File: src/rtl/fp_cmp_stage_pkg.sv
// -----------------------------------------------------------------------------
// fp_cmp_stage_pkg
//  Shared definitions for the RV32F compare/select execute stage:
//  operation encodings, canonical quiet NaN, FCLASS one-hot bit indices and a
//  light operand classifier used by the first pipeline stage.
//  Optional feature macro: FP_CMP_FCLASS_EN (enables FCLASS.S on op 5).
// -----------------------------------------------------------------------------
package fp_cmp_stage_pkg;

    typedef enum logic [2:0] {
        FP_OP_FMIN   = 3'd0,
        FP_OP_FMAX   = 3'd1,
        FP_OP_FEQ    = 3'd2,
        FP_OP_FLT    = 3'd3,
        FP_OP_FLE    = 3'd4,
        FP_OP_FCLASS = 3'd5
    } fp_op_e;

    // Canonical NaN returned when both FMIN/FMAX operands are NaN.
    localparam logic [31:0] FP_QNAN = 32'h7FC0_0000;

    // FCLASS.S result bit positions.
    localparam int FP_CLS_NEG_INF  = 0;
    localparam int FP_CLS_NEG_NORM = 1;
    localparam int FP_CLS_NEG_SUB  = 2;
    localparam int FP_CLS_NEG_ZERO = 3;
    localparam int FP_CLS_POS_ZERO = 4;
    localparam int FP_CLS_POS_SUB  = 5;
    localparam int FP_CLS_POS_NORM = 6;
    localparam int FP_CLS_POS_INF  = 7;
    localparam int FP_CLS_SNAN     = 8;
    localparam int FP_CLS_QNAN     = 9;

    // Per-operand flags precomputed in stage 1 so stage 2 only does the
    // magnitude compare and result muxing.
    typedef struct packed {
        logic sign;
        logic nan;
        logic snan;
        logic zero;
    } fp_class_t;

    function automatic fp_class_t fp_classify(input logic [31:0] x);
        fp_class_t c;
        logic      exp_ones;
        logic      frac_nz;
        exp_ones = (x[30:23] == 8'hFF);
        frac_nz  = (x[22:0] != 23'd0);
        c.sign   = x[31];
        c.nan    = exp_ones && frac_nz;
        // Signalling NaN: quiet bit (frac MSB) clear.
        c.snan   = exp_ones && frac_nz && !x[22];
        c.zero   = (x[30:0] == 31'd0);
        return c;
    endfunction

endpackage

File: src/rtl/fp_cmp_stage_if.sv
// -----------------------------------------------------------------------------
// fp_cmp_stage_if
//  Issue-side and writeback-side handshake bundle for fp_cmp_stage.
//  master : the issue/writeback environment (drives operands, out_ready,
//           flush and the sticky-flag clear)
//  slave  : the compare stage itself
//  Signals: in_valid/in_ready/in_op/in_a/in_b/in_tag, out_valid/out_ready/
//           out_data/out_tag/out_nv, flush, fflags_nv, fflags_clr.
// -----------------------------------------------------------------------------
interface fp_cmp_stage_if #(
    parameter int WIDTH = 32,
    parameter int TAG_W = 5
);
    logic             flush;
    logic             in_valid;
    logic             in_ready;
    logic [2:0]       in_op;
    logic [WIDTH-1:0] in_a;
    logic [WIDTH-1:0] in_b;
    logic [TAG_W-1:0] in_tag;
    logic             out_valid;
    logic             out_ready;
    logic [WIDTH-1:0] out_data;
    logic [TAG_W-1:0] out_tag;
    logic             out_nv;
    logic             fflags_nv;
    logic             fflags_clr;

    modport master (
        output flush, in_valid, in_op, in_a, in_b, in_tag, out_ready, fflags_clr,
        input  in_ready, out_valid, out_data, out_tag, out_nv, fflags_nv
    );

    modport slave (
        input  flush, in_valid, in_op, in_a, in_b, in_tag, out_ready, fflags_clr,
        output in_ready, out_valid, out_data, out_tag, out_nv, fflags_nv
    );
endinterface

File: src/rtl/fp_cmp_stage_core.sv
// -----------------------------------------------------------------------------
// fp_cmp_core
//  Combinational compare/select datapath between stage 1 and stage 2.
//  Inputs : op (3b), a/b operands (32b), cls_a/cls_b precomputed flags.
//  Outputs: result (FP value, 0/1 integer, or FCLASS mask), nv (invalid flag).
//  Optional feature macro: FP_CMP_FCLASS_EN (op 5 = FCLASS.S; otherwise op 5
//  is treated as illegal and no classify logic exists).
// -----------------------------------------------------------------------------
module fp_cmp_core
    import fp_cmp_stage_pkg::*;
(
    input  logic [2:0]  op,
    input  logic [31:0] a,
    input  logic [31:0] b,
    input  fp_class_t   cls_a,
    input  fp_class_t   cls_b,
    output logic [31:0] result,
    output logic        nv
);

    logic any_nan;
    logic any_snan;
    logic both_zero;
    logic lt_ord;
    logic eq_ord;
    logic min_pick_a;
    logic max_pick_a;
`ifdef FP_CMP_FCLASS_EN
    logic [9:0] cls_onehot;
`endif

    always_comb begin
        any_nan   = cls_a.nan  || cls_b.nan;
        any_snan  = cls_a.snan || cls_b.snan;
        both_zero = cls_a.zero && cls_b.zero;

        // Ordered less-than on sign-magnitude encodings, NaNs excluded later.
        // Zeros of either sign are equal; for negatives the larger magnitude
        // is the smaller number.
        if (both_zero)
            lt_ord = 1'b0;
        else if (cls_a.sign != cls_b.sign)
            lt_ord = cls_a.sign;
        else if (!cls_a.sign)
            lt_ord = (a[30:0] < b[30:0]);
        else
            lt_ord = (b[30:0] < a[30:0]);

        eq_ord = both_zero || (a == b);

        // Signed zeros: min prefers -0, max prefers +0.
        min_pick_a = lt_ord || (both_zero ? cls_a.sign : eq_ord);
        max_pick_a = !lt_ord && !(both_zero && cls_a.sign);

`ifdef FP_CMP_FCLASS_EN
        cls_onehot = '0;
        if (cls_a.nan) begin
            if (cls_a.snan) cls_onehot[FP_CLS_SNAN] = 1'b1;
            else            cls_onehot[FP_CLS_QNAN] = 1'b1;
        end else if (a[30:23] == 8'hFF) begin
            if (cls_a.sign) cls_onehot[FP_CLS_NEG_INF] = 1'b1;
            else            cls_onehot[FP_CLS_POS_INF] = 1'b1;
        end else if (cls_a.zero) begin
            if (cls_a.sign) cls_onehot[FP_CLS_NEG_ZERO] = 1'b1;
            else            cls_onehot[FP_CLS_POS_ZERO] = 1'b1;
        end else if (a[30:23] == 8'h00) begin
            if (cls_a.sign) cls_onehot[FP_CLS_NEG_SUB] = 1'b1;
            else            cls_onehot[FP_CLS_POS_SUB] = 1'b1;
        end else begin
            if (cls_a.sign) cls_onehot[FP_CLS_NEG_NORM] = 1'b1;
            else            cls_onehot[FP_CLS_POS_NORM] = 1'b1;
        end
`endif

        result = 32'd0;
        nv     = 1'b0;
        case (op)
            FP_OP_FMIN, FP_OP_FMAX: begin
                nv = any_snan;
                if (cls_a.nan && cls_b.nan)
                    result = FP_QNAN;
                else if (cls_a.nan)
                    result = b;
                else if (cls_b.nan)
                    result = a;
                else if (op == FP_OP_FMIN)
                    result = min_pick_a ? a : b;
                else
                    result = max_pick_a ? a : b;
            end
            FP_OP_FEQ: begin
                nv     = any_snan;
                result = {31'd0, !any_nan && eq_ord};
            end
            // Signalling compares: any NaN raises NV.
            FP_OP_FLT: begin
                nv     = any_nan;
                result = {31'd0, !any_nan && lt_ord};
            end
            FP_OP_FLE: begin
                nv     = any_nan;
                result = {31'd0, !any_nan && (lt_ord || eq_ord)};
            end
`ifdef FP_CMP_FCLASS_EN
            FP_OP_FCLASS: begin
                result = {22'd0, cls_onehot};
            end
`endif
            default: begin
                result = 32'd0;
                nv     = 1'b0;
            end
        endcase
    end

endmodule

File: src/rtl/fp_cmp_stage.sv
// -----------------------------------------------------------------------------
// fp_cmp_stage
//  Two-stage pipelined RV32F compare/select execute stage (FMIN.S, FMAX.S,
//  FEQ.S, FLT.S, FLE.S, optional FCLASS.S).
//  Ports: clk, rst (asynchronous, active high), bus (fp_cmp_stage_if.slave):
//   in_*  operand bundle with valid/ready, out_* result bundle with
//   valid/ready plus per-result NV, flush kills both stages, fflags_nv is the
//   sticky NV accumulator cleared by fflags_clr.
//  Stage 1 registers the operands with their classification, stage 2
//  registers the core result. Latency 2, throughput 1, no skid buffer:
//  in_ready depends combinationally on out_ready.
//  Optional feature macro: FP_CMP_FCLASS_EN.
// -----------------------------------------------------------------------------
module fp_cmp_stage
    import fp_cmp_stage_pkg::*;
#(
    parameter int WIDTH = 32,   // only 32 is supported
    parameter int TAG_W = 5
) (
    input logic          clk,
    input logic          rst,
    fp_cmp_stage_if.slave bus
);

    // Stage 1
    logic             s1_valid_reg;
    logic [2:0]       s1_op_reg;
    logic [WIDTH-1:0] s1_a_reg;
    logic [WIDTH-1:0] s1_b_reg;
    logic [TAG_W-1:0] s1_tag_reg;
    fp_class_t        s1_cls_a_reg;
    fp_class_t        s1_cls_b_reg;

    // Stage 2 (drives the output bundle directly)
    logic             s2_valid_reg;
    logic [WIDTH-1:0] s2_data_reg;
    logic [TAG_W-1:0] s2_tag_reg;
    logic             s2_nv_reg;

    logic             fflags_nv_reg;

    logic             s2_ready;
    logic             s1_advance;
    logic             in_ready;
    logic             in_fire;
    logic [31:0]      core_result;
    logic             core_nv;

    // Stage 2 can take a new bundle when empty or being drained this cycle.
    assign s2_ready   = !s2_valid_reg || bus.out_ready;
    assign s1_advance = s1_valid_reg && s2_ready;
    assign in_ready   = !s1_valid_reg || s1_advance;
    assign in_fire    = bus.in_valid && in_ready;

    fp_cmp_core u_core (
        .op     (s1_op_reg),
        .a      (s1_a_reg),
        .b      (s1_b_reg),
        .cls_a  (s1_cls_a_reg),
        .cls_b  (s1_cls_b_reg),
        .result (core_result),
        .nv     (core_nv)
    );

    always_ff @(posedge clk or posedge rst) begin
        if (rst) begin
            s1_valid_reg  <= 1'b0;
            s1_op_reg     <= 3'd0;
            s1_a_reg      <= '0;
            s1_b_reg      <= '0;
            s1_tag_reg    <= '0;
            s1_cls_a_reg  <= '0;
            s1_cls_b_reg  <= '0;
            s2_valid_reg  <= 1'b0;
            s2_data_reg   <= '0;
            s2_tag_reg    <= '0;
            s2_nv_reg     <= 1'b0;
            fflags_nv_reg <= 1'b0;
        end else begin
            // Valid bits: flush wins over any transfer in the same cycle,
            // which also drops the bundle presented during the flush.
            if (bus.flush)
                s1_valid_reg <= 1'b0;
            else if (in_ready)
                s1_valid_reg <= bus.in_valid;

            if (bus.flush)
                s2_valid_reg <= 1'b0;
            else if (s2_ready)
                s2_valid_reg <= s1_valid_reg;

            // Payload registers only move on a transfer, so the output bundle
            // is stable while stalled.
            if (in_fire) begin
                s1_op_reg    <= bus.in_op;
                s1_a_reg     <= bus.in_a;
                s1_b_reg     <= bus.in_b;
                s1_tag_reg   <= bus.in_tag;
                s1_cls_a_reg <= fp_classify(bus.in_a);
                s1_cls_b_reg <= fp_classify(bus.in_b);
            end

            if (s1_advance) begin
                s2_data_reg <= core_result;
                s2_tag_reg  <= s1_tag_reg;
                s2_nv_reg   <= core_nv;
            end

            // A new NV event beats a coincident CSR clear.
            if (s2_valid_reg && bus.out_ready && s2_nv_reg)
                fflags_nv_reg <= 1'b1;
            else if (bus.fflags_clr)
                fflags_nv_reg <= 1'b0;
        end
    end

    assign bus.in_ready  = in_ready;
    assign bus.out_valid = s2_valid_reg;
    assign bus.out_data  = s2_data_reg;
    assign bus.out_tag   = s2_tag_reg;
    assign bus.out_nv    = s2_nv_reg;
    assign bus.fflags_nv = fflags_nv_reg;

endmodule
File: src/flat_wrapper.sv
// flat-port wrapper written by rule: the top's interface ports become plain ports
module fp_cmp_stage_flat import fp_cmp_stage_pkg::*;
#(
    parameter int WIDTH = 32,                          
    parameter int TAG_W = 5
)
  (clk, rst, bus_flush, bus_in_valid, bus_in_op, bus_in_a, bus_in_b, bus_in_tag, bus_out_ready, bus_fflags_clr, bus_in_ready, bus_out_valid, bus_out_data, bus_out_tag, bus_out_nv, bus_fflags_nv);
  fp_cmp_stage_if #(.WIDTH(WIDTH), .TAG_W(TAG_W)) bus_i ();
  input logic clk;
  input logic rst;
  input wire logic [$bits(bus_i.flush)-1:0] bus_flush;
  input wire logic [$bits(bus_i.in_valid)-1:0] bus_in_valid;
  input wire logic [$bits(bus_i.in_op)-1:0] bus_in_op;
  input wire logic [$bits(bus_i.in_a)-1:0] bus_in_a;
  input wire logic [$bits(bus_i.in_b)-1:0] bus_in_b;
  input wire logic [$bits(bus_i.in_tag)-1:0] bus_in_tag;
  input wire logic [$bits(bus_i.out_ready)-1:0] bus_out_ready;
  input wire logic [$bits(bus_i.fflags_clr)-1:0] bus_fflags_clr;
  output wire logic [$bits(bus_i.in_ready)-1:0] bus_in_ready;
  output wire logic [$bits(bus_i.out_valid)-1:0] bus_out_valid;
  output wire logic [$bits(bus_i.out_data)-1:0] bus_out_data;
  output wire logic [$bits(bus_i.out_tag)-1:0] bus_out_tag;
  output wire logic [$bits(bus_i.out_nv)-1:0] bus_out_nv;
  output wire logic [$bits(bus_i.fflags_nv)-1:0] bus_fflags_nv;
  assign bus_i.flush = bus_flush;
  assign bus_i.in_valid = bus_in_valid;
  assign bus_i.in_op = bus_in_op;
  assign bus_i.in_a = bus_in_a;
  assign bus_i.in_b = bus_in_b;
  assign bus_i.in_tag = bus_in_tag;
  assign bus_i.out_ready = bus_out_ready;
  assign bus_i.fflags_clr = bus_fflags_clr;
  assign bus_in_ready = bus_i.in_ready;
  assign bus_out_valid = bus_i.out_valid;
  assign bus_out_data = bus_i.out_data;
  assign bus_out_tag = bus_i.out_tag;
  assign bus_out_nv = bus_i.out_nv;
  assign bus_fflags_nv = bus_i.fflags_nv;
  fp_cmp_stage #(.WIDTH(WIDTH), .TAG_W(TAG_W)) u_core (.clk(clk), .rst(rst), .bus(bus_i));
endmodule
File: config.mk
export PLATFORM = sky130hd
export DESIGN_NAME = fp_cmp_stage_flat
export DESIGN_NICKNAME = d
export VERILOG_FILES = /design/src/rtl/fp_cmp_stage_pkg.sv /design/src/rtl/fp_cmp_stage_if.sv /design/src/rtl/fp_cmp_stage_core.sv /design/src/rtl/fp_cmp_stage.sv /design/src/flat_wrapper.sv
export SDC_FILE = /design/constraint.sdc
export NUM_CORES = 1
export LEC_CHECK = 0
export ABC_AREA = 1
export CAP_MARGIN = 20
export CORE_ASPECT_RATIO = 0.5
export CORE_MARGIN = 1
export CORE_UTILIZATION = 44
export DETAILED_ROUTE_END_ITERATION = 7
export DONT_BUFFER_PORTS = 1
export GPL_TIMING_DRIVEN = 0
export REMOVE_ABC_BUFFERS = 1
export SYNTH_ARGS = -nofsm -noshare
export SYNTH_HDL_FRONTEND = slang
export SYNTH_SLANG_ARGS = --single-unit
File: constraint.sdc
create_clock -name clk -period 4.44 [get_ports clk]
set_input_delay 0.444 -clock clk [delete_from_list [all_inputs] [get_ports clk]]
set_output_delay 0.444 -clock clk [all_outputs]
set_load 0.005 [all_outputs]
Yosys cells after proc, flatten, opt, wreduce, memory -nomap -nowiden
Cells that the tools add are included.
- register bits after elaboration: 121
- bits of input ports: 78
- output and inout port bits: 41
- reduce and logical (&&, ||, !) cells: 40
- muxes and demuxes: 18
- $lt $le $gt $ge: 2
- equal/unequal tests: 8
- operator list (operator ; number):
    32-bit 2-to-1 mux ; 6
    32-bit one-hot mux with 4 select lines ; 1
    31-bit logical NOT ; 2
    31-bit < comparator ; 2
    23-bit nonzero test ; 2
    32-bit equality test ; 1
    8-bit equality test (second input constant) ; 2
    1-bit logical AND ; 15
    1-bit 2-to-1 mux ; 10
    1-bit logical NOT ; 7
    1-bit logical OR ; 7
    3-bit by 2-bit equality test with 1-bit output (second input constant) ; 2
    2-bit nonzero test ; 3
    2-bit OR reduction ; 2
    3-bit by 1-bit equality test with 1-bit output (second input constant) ; 1
    3-bit equality test (second input constant) ; 1
    3-bit logical NOT ; 1
    3-bit OR reduction ; 1
    1-bit one-hot mux with 2 select lines ; 1
    1-bit inequality test ; 1

Logic depth before layout (Yosys ltp)
Gate-level depths: netlist of the first run.
- word-level depth: 12
- gate-level depth with buffers: 23
- mapped depth without buffers: 22

Modules after synthesis
A second synthesis of the first run with hierarchy kept.
- cells, all modules: 1080
- area, all modules: 7752.4 um^2
- by module, submodules not included (module ; sequential area each (um^2) ; instances ; area each (um^2) ; cells an instance):
    fp_cmp_stage ; 2977.9 ; 1 ; 4809.6 ; 496
    fp_cmp_core ; 0.0 ; 1 ; 2942.8 ; 584

Least setup slack after synthesis of the first run
OpenSTA, ideal clock, no wires.
- path type: register to register
- start point: register u_core.s1_b_reg[30]
- end point: register u_core.s2_data_reg[10] (netlist: u_core.bus.out_data[10])
- slack: 2.271 ns
- cell stages (with the launch flop): 18
- data arrival time: 2.052 ns
- clock period less this slack: 2.169 ns
- cells stage by stage: dfrtp_1 -> ha_1 -> a21o_1 -> nor2_1 -> nand3_1 -> nor2_1 -> nand2_2 -> nand2_1 -> nand2_2 -> nand3_4 -> nand2_4 -> buf_4 -> a21oi_1 -> o21ai_0 -> nand3_1 -> nand2_1 -> nand2_1 -> nand2_1
- word-level cells in the longest chain between the ends: 12
- elaborated cells on any way between the ends: 18
- ends and longest elaborated chain (item ; RTL line ; text):
    start, declared ; fp_cmp_stage.sv:29 ; logic [WIDTH-1:0] s1_b_reg;
    start signal, assigned ; fp_cmp_stage.sv:97 ; s1_b_reg <= bus.in_b;
    31-bit < comparator, on equally long branches ; fp_cmp_stage_core.sv:45, fp_cmp_stage_core.sv:47 ;
    1-bit 2-to-1 mux ; fp_cmp_stage_core.sv:44 ; else if (!cls_a.sign)
    1-bit 2-to-1 mux ; fp_cmp_stage_core.sv:42 ; else if (cls_a.sign != cls_b.sign)
    1-bit 2-to-1 mux ; fp_cmp_stage_core.sv:40 ; if (both_zero)
    1-bit logical NOT ; fp_cmp_stage_core.sv:53 ; max_pick_a = !lt_ord && !(both_zero && cls_a.sign);
    1-bit logical AND ; fp_cmp_stage_core.sv:53 ;
    32-bit 2-to-1 mux ; fp_cmp_stage_core.sv:89 ; result = max_pick_a ? a : b;
    32-bit 2-to-1 mux (*) ; fp_cmp_stage_core.sv:86 ; else if (op == FP_OP_FMIN)
    32-bit 2-to-1 mux (*) ; fp_cmp_stage_core.sv:84 ; else if (cls_b.nan)
    32-bit 2-to-1 mux (*) ; fp_cmp_stage_core.sv:82 ; else if (cls_a.nan)
    32-bit 2-to-1 mux (*) ; fp_cmp_stage_core.sv:80 ; if (cls_a.nan && cls_b.nan)
    32-bit one-hot mux with 4 select lines (*) ; fp_cmp_stage_core.sv:77 ; case (op)
    end signal, assigned ; fp_cmp_stage.sv:104 ; s2_data_reg <= core_result;
    end, declared ; fp_cmp_stage.sv:36 ; logic [WIDTH-1:0] s2_data_reg;
Every way passes the cells marked *; elsewhere a longest branch is shown, timed or not.
A chain may end at the register's enable or synchronous reset.

Final worst setup path of the first run
- start point: register u_core.s2_valid_reg (netlist: u_core.bus.out_valid)
- end point: register u_core.s2_data_reg[2] (netlist: u_core.bus.out_data[2])
- word-level cells in the longest chain between the ends: 3
- ends and longest elaborated chain (item ; RTL line ; text):
    start, declared ; fp_cmp_stage.sv:35 ; logic s2_valid_reg;
    start signal, assigned ; fp_cmp_stage.sv:90 ; s2_valid_reg <= s1_valid_reg;
    1-bit logical NOT ; fp_cmp_stage.sv:50 ; assign s2_ready = !s2_valid_reg || bus.out_ready;
    1-bit logical OR ; fp_cmp_stage.sv:50 ;
    1-bit logical AND ; fp_cmp_stage.sv:51 ; assign s1_advance = s1_valid_reg && s2_ready;
No other way between the ends.

==> run_results.csv, run 1 <==
group,metric,value,unit
logic_synthesis,yosysSeqAreaShare,40.67,%
worst_setup_path,crit_required,4.80,ns
sta,clock_skew,0.009566,ns
clock_tree,clk_path_buf_depth,2,
logic_synthesis,synth-simple-area-share,27.07,%
worst_setup_path,arrival,3.57,ns
clock_tree,root_buffer,"clkbuf_16",
power_and_ir_drop,p_total,0.003585,W
logic_synthesis,synth_most_common_cell,"nand2_1",
power_and_ir_drop,swShare,30.82,%
power_and_ir_drop,internal_power,0.002480,W
global_routing,grt_overflow,0,
cells_and_area,largest_reg_flops,32,
routing,dr_total_vias,6694,
routing,drc,0,
logic_synthesis,postSynth.asyncResetShare,100.0,%
logic_synthesis,syn_avg_cell_area,7.102,µm²
sta,period_minus_slack,3.212,ns
logic_synthesis,synth_top_family_by_area,"simple AND/OR/NAND/NOR gates",
cells_and_area,synthToLayoutAreaGrowth,11.47,%
clock_tree,clk_latency,0.42,ns
die,die_area,17190,µm²
global_routing,grt_start_max_net_pins,75,
cells_and_area,n_antenna_cell,0,
logic_synthesis,ys_seq_elements,119,
routing,wl_per_cell,16.90,µm
logic_synthesis,ys_types,34,
logic_synthesis,synthCells,1031,
power_and_ir_drop,comb_power_share,20.6,%
flow_run,cap_violations,0,
worst_setup_path,timing_worst_setup_path_type,"register to register",
routing,ant_nets,0,
sta,max_freq,311.3,MHz
die,start_util,46.30,%
logic_synthesis,netlist_area,7322,µm²
clock_tree,clkSinkCount,119,
placement,place_congestion,0.8036,
global_routing,antenna_found_initial,0,
routing,routed_via_density,5.420,
routing,drt-pass1-iter-count,5,
die,ios,119,
clock_tree,cts_tree,"yes",
global_routing,grtUsageTotal,25.35,%
cells_and_area,seq_area,2980,µm²
sta,setup_viol,0,
power_and_ir_drop,power_density,439.2,nW/µm²
power_and_ir_drop,power.switching,0.001105,W
sta,fin_ws,1.228,ns
cells_and_area,fillers,1567,
logic_synthesis,synth_compound_area_share,16.54,%
cells_and_area,stdcell_area,8162,µm²
die,row_count,32,
logic_synthesis,synthMuxAreaShare,0,%
worst_setup_path,end_kind,"register",
sta,tns,0,ns
logic_synthesis,synth_ff_type,"dfrtp_1",
die,coreArea,15820,µm²
worst_setup_path,path_max_fanout,26,
power_and_ir_drop,p_leak,4.175,nW
placement,dpl_cell_area,7507,µm²
clock_tree,post-cts-setup-buffer-count,0,
power_and_ir_drop,vdd.ir_drop.worst,0.0002875,V
logic_synthesis,synth_area_leaders,"dfrtp_1, nand2_1, o21ai_0, inv_1, a21oi_1",
cells_and_area,nets,1112,
sta,hold_viol_final,0,
logic_synthesis,yosys.area_share.xor_xnor,0,%
routing,drt_iter0_drc,527,
power_and_ir_drop,p_clk_share,42.7,%
sta,slew_headroom,30.93,%
clock_tree,cts.repair.resized,0,
routing,wl,20870,µm
die,die_h,93.22,µm
placement,place_hpwl,13810,µm
placement,io_buffer_count,0,
die,die_w,184.4,µm
logic_synthesis,synth.largest_area_cell,"dfrtp_1",
status,outcome,"finished, final reports clean",
clock_tree,cts-buffers-inserted,17,
sta,rsz0062_at_grt,"false",
sta,min_period_over_period,72.35,%
logic_synthesis,yosysTopAreaCellShare,40.67,%
clock_tree,ctsHtreeMaxLevel,4,
sta,slew_viol_final,0,
logic_synthesis,synth_fa_ha_area_share,5.468,%
sta,tightest_slew,1.033,ns
worst_setup_path,worst_setup_path_start_kind,"register",
placement,place_ws,1.107,ns
power_and_ir_drop,p_seq_share,36.7,%
logic_synthesis,ys_warn_count,0,
cells_and_area,multiInputGateArea,3606,µm²
logic_synthesis,synth_common_cells,"nand2_1, inv_1, dfrtp_1",
global_routing,grt_pass1_wl,33320,µm
worst_hold_path,hp-class,"primary input to register",
cells_and_area,postLayoutCoreUtil,51.61,%
clock_tree,clk_pin_slew_worst_paths,0.06,ns
logic_synthesis,synth_edf_count,0,
global_routing,grt_pass1_vias,6398,
cells_and_area,drive_above_1_share,5.325,%
-- stage by stage --
stage	hold WS, ns	std cells
2_1_floorplan	0.4422	974
3_3_place_gp	0.4563	1195
3_5_place_dp	0.3660	1202
4_1_cts	0.07106	1234
5_1_grt	0.07135	1235
6_report	0.07934	1235
-- cells in the final DEF (no fill, tap or decap), types with 2 or more instances in the layout --
master     instances
a21o_1             2
a21oi_1           89
buf_12             4
buf_16             3
bufinv_16          5
clkbuf_1           3
clkbuf_16         17
clkbuf_8           2
clkinv_2           3
dfrtp_1          117
dfrtp_2            2
ha_1              32
inv_1            124
nand2_1          326
nand2_2            4
nand2_4            2
nand3_1           82
nand4_1           13
nor2_1            23
nor3_1             6
nor4_1             8
o211ai_1          18
o211ai_2           2
o21ai_0          101
o21ai_1            7
o22ai_1            3
-- worst max-delay path, stage by stage, from the launching register on --
cell	delay [ns]
dfrtp_1	0.42
nand2_1	0.12
nand2_2	0.25
buf_12	0.28
nor2_1	0.64
nand2_1	0.85
a21oi_1	0.40
nand2_1	0.11
nand2_1	0.06
-- per-layer routing --
layer	vias up	part of all wire [%]	global-route usage, %	routed length, µm
met1	3163	50	35.58	10360
li1	3308	-	-	-
met3	21	5.5	4.984	1155
met5	-	0	0	0
met4	0	1.3	7.847	264
met2	202	44	39.31	9089
-- power by group through the flow --
stage          combinational, W  clock [W]  sequential [W]
6_report               0.000737    0.00153         0.00132
2_1_floorplan          0.000550          0         0.00131
3_3_place_gp           0.000697          0         0.00133
4_1_cts                0.000739    0.00155         0.00132
3_5_place_dp           0.000732          0         0.00133
5_1_grt                0.000859    0.00158         0.00133
-- repair_timing --
item,in CTS,in global routing
endpoints found under the hold margin,45,0
endpoints found under the setup margin,0,0
hold buffers,1,0
-- final timing paths --
check	start	endpoint	slack, ns	depth (start not counted)
max in group asynchronous	rst	u_core.bus.out_data[1]$_DFFE_PP0P_	3.13	3
min in group asynchronous	rst	u_core.s1_tag_reg[1]$_DFFE_PP0P_	0.55	2
setup / recovery	u_core.bus.out_valid$_DFFE_PP0P_	u_core.bus.out_data[2]$_DFFE_PP0P_	1.23	8
setup reg to reg	u_core.bus.out_valid$_DFFE_PP0P_	u_core.bus.out_data[2]$_DFFE_PP0P_	1.23	8
hold reg to reg	u_core.s1_tag_reg[4]$_DFFE_PP0P_	u_core.bus.out_tag[4]$_DFFE_PP0P_	0.48	2
hold / removal	bus_flush	u_core.s1_valid_reg$_DFFE_PP0P_	0.08	1
-- cells by family (layout without fill, tap and decap cells) --
logic type / after synthesis / after routing
AO/OA/AOI/OAI: 226 / 226
adder cells (fa/ha/maj): 32 / 32
buffers and inverters: 184 / 167
flip-flops: 119 / 119
AND/OR/NAND/NOR: 470 / 470
-- layout make-up --
cell class                      instances  area share [%]
Clock buffer                           22           5.688
Clock inverter                          9           2.116
Inverter                              127           5.902
Multi-Input combinational cell        728           44.18
Sequential cell                       119           36.52
Tap cell                              221           3.388
Timing Repair Buffer                    9           2.208
Note: power is estimated with default switching activity, not from simulation.
==> inputs of run 2 (changes only) <==
==> constraint.sdc (replaced) <==
create_clock -name clk -period 3.2 [get_ports clk]
set_input_delay 0.32 -clock clk [delete_from_list [all_inputs] [get_ports clk]]
set_output_delay 0.32 -clock clk [all_outputs]
set_load 0.005 [all_outputs]
==> run_results.csv, run 2 (synthesis gave the netlist of run 1 again) <==
group,metric,value,unit
clock_tree,clkSinkCount,119,
power_and_ir_drop,p_leak,4.258,nW
cells_and_area,fillers,1558,
sta,tightest_slew,0.9958,ns
worst_setup_path,cp-startpoint,"u_core.bus.out_valid$_DFFE_PP0P_",
die,die_area,17190,µm²
sta,fin_ws,0.2986,ns
placement,place_ws,-0.1332,ns
sta,holdWs,0.01009,ns
routing,drc,0,
flow_run,cap_violations,0,
sta,max_freq,344.7,MHz
sta,period_minus_slack,2.901,ns
routing,routed_via_density,5.488,
clock_tree,ctsHtreeMaxLevel,4,
worst_setup_path,crit_required,3.56,ns
worst_setup_path,r2r_setup_slack,0.30,ns
clock_tree,cts_tree,"yes",
die,ios,119,
cells_and_area,nets,1125,
cells_and_area,final_common_cell,"nand2_1",
die,die_w,184.4,µm
sta,setup_viol,0,
global_routing,grt_pass1_wl,33460,µm
clock_tree,clk_path_buf_depth,2,
status,outcome,"finished, final reports clean",
global_routing,grt_start_max_net_pins,75,
die,row_count,32,
die,coreArea,15820,µm²
sta,rsz0062_at_grt,"false",
power_and_ir_drop,power_density,609.3,nW/µm²
cells_and_area,layout_common_cells,"nand2_1, inv_1, dfrtp_1",
sta,min_period_over_period,90.67,%
cells_and_area,synthToLayoutAreaGrowth,14.23,%
placement,place_hpwl,13810,µm
cells_and_area,largest_reg_flops,32,
cells_and_area,drive_above_1_share,6.426,%
worst_setup_path,timing_worst_setup_path_type,"register to register",
clock_tree,clk_latency,0.42,ns
worst_setup_path,path_max_fanout,26,
sta,tns,0,ns
sta,hold_viol_final,0,
placement,place_congestion,0.8036,
clock_tree,cts-buffers-inserted,17,
routing,wl_per_cell,17.53,µm
sta,slew_headroom,33.61,%
routing,drt-pass1-iter-count,6,
cells_and_area,n_antenna_cell,0,
sta,slew_viol_final,0,
clock_tree,clk_pin_slew_worst_paths,0.06,ns
clock_tree,root_buffer,"clkbuf_16",
worst_setup_path,reg2reg_from,"u_core.bus.out_valid$_DFFE_PP0P_",
routing,dr_total_vias,6849,
sta,clock_skew,0.008272,ns
placement,io_buffer_count,0,
global_routing,grt_overflow,0,
worst_setup_path,end_kind,"register",
global_routing,grtUsageTotal,25.42,%
worst_setup_path,worst_setup_path_start_kind,"register",
routing,ant_nets,0,
global_routing,antenna_found_initial,0,
routing,drt_iter0_drc,539,
worst_setup_path,r2r_end,"u_core.bus.out_data[2]$_DFFE_PP0P_",
die,start_util,46.30,%
routing,wl,21880,µm
die,die_h,93.22,µm
global_routing,grt_pass1_vias,6407,
worst_setup_path,crit_end,"u_core.bus.out_data[2]$_DFFE_PP0P_",
worst_setup_path,worst-r2r-cell-count,8,
worst_hold_path,hp-class,"primary input to register",
power_and_ir_drop,vdd.ir_drop.worst,0.0004112,V
worst_setup_path,arrival,3.26,ns
==> run 2: worst min path at each step <==
stage	slack [ns]	cells after the start	startpoint	to
floorplan	0.38	1	bus_flush	u_core.bus.out_valid$_DFFE_PP0P_
global placement	0.38	1	bus_flush	u_core.bus.out_valid$_DFFE_PP0P_
detailed placement	0.24	1	rst	u_core.s1_tag_reg[1]$_DFFE_PP0P_
CTS	0.003	2	bus_in_op[1]	u_core.s1_op_reg[1]$_DFFE_PP0P_
global route	0.01	2	bus_in_op[0]	u_core.s1_op_reg[0]$_DFFE_PP0P_
finish	0.01	2	bus_in_op[1]	u_core.s1_op_reg[1]$_DFFE_PP0P_
==> run 2: routing by layer <==
metal | part of all wire [%] | wire [µm] | GRT usage, %
met1 | 48 | 10490 | 35.87
met2 | 44 | 9618 | 39.47
met3 | 7.1 | 1556 | 4.945
met4 | 0.99 | 216 | 7.292
met5 | 0 | 0 | 0
==> run 2: report_power, final <==
group | switching [W] | internal [W] | leakage, nW | total (W)
sequential | 0.000145 | 0.00168 | 1.50 | 0.00183
combinational | 0.000744 | 0.000401 | 2.45 | 0.00115
clock | 0.000711 | 0.00141 | 0.310 | 0.00213
==> run 2: timing repair <==
action | 4_1_cts | 5_1_grt
resized for setup | 3 | 5
hold buffers | 5 | 0
endpoints found under the setup margin | 32 | 32
buffers inserted | 0 | 5
pin swaps | 1 | 2
gates cloned | 0 | 5
hold endpoints to repair | 50 | 0
==> run 2: final cells by class <==
class                      instances  area, µm²  share of cell area [%]
multi-input combinational        733       3710                   44.35
sequential                       119       2980                   35.63
inverter                         127      485.5                   5.804
clock buffer                      22      464.2                   5.550
tap                              221      276.5                   3.306
timing repair buffer              17      275.3                   3.291
clock inverter                     9      172.7                   2.064
==> run 2: metrics by stage <==
step / cell area [µm²] / std cells / total power (W) / util (%)
after detailed placement: 7507 / 1202 / 0.002864 / 47.47
after global routing: 8364 / 1248 / 0.005358 / 52.89
after CTS: 8209 / 1238 / 0.005012 / 51.91
after global placement: 7325 / 1195 / 0.002813 / 46.31
after floorplan: 7048 / 974 / 0.002575 / -
final: 8364 / 1248 / 0.005096 / 52.89
==> run 2: worst max-delay path: stages, from the launching register on <==
cell     delay (ns)
dfrtp_1        0.42
nand2_1        0.12
nand2_2        0.25
buf_12         0.28
nor2_1         0.67
nand2_2        0.60
a21oi_1        0.31
nand2_1        0.10
nand2_1        0.06
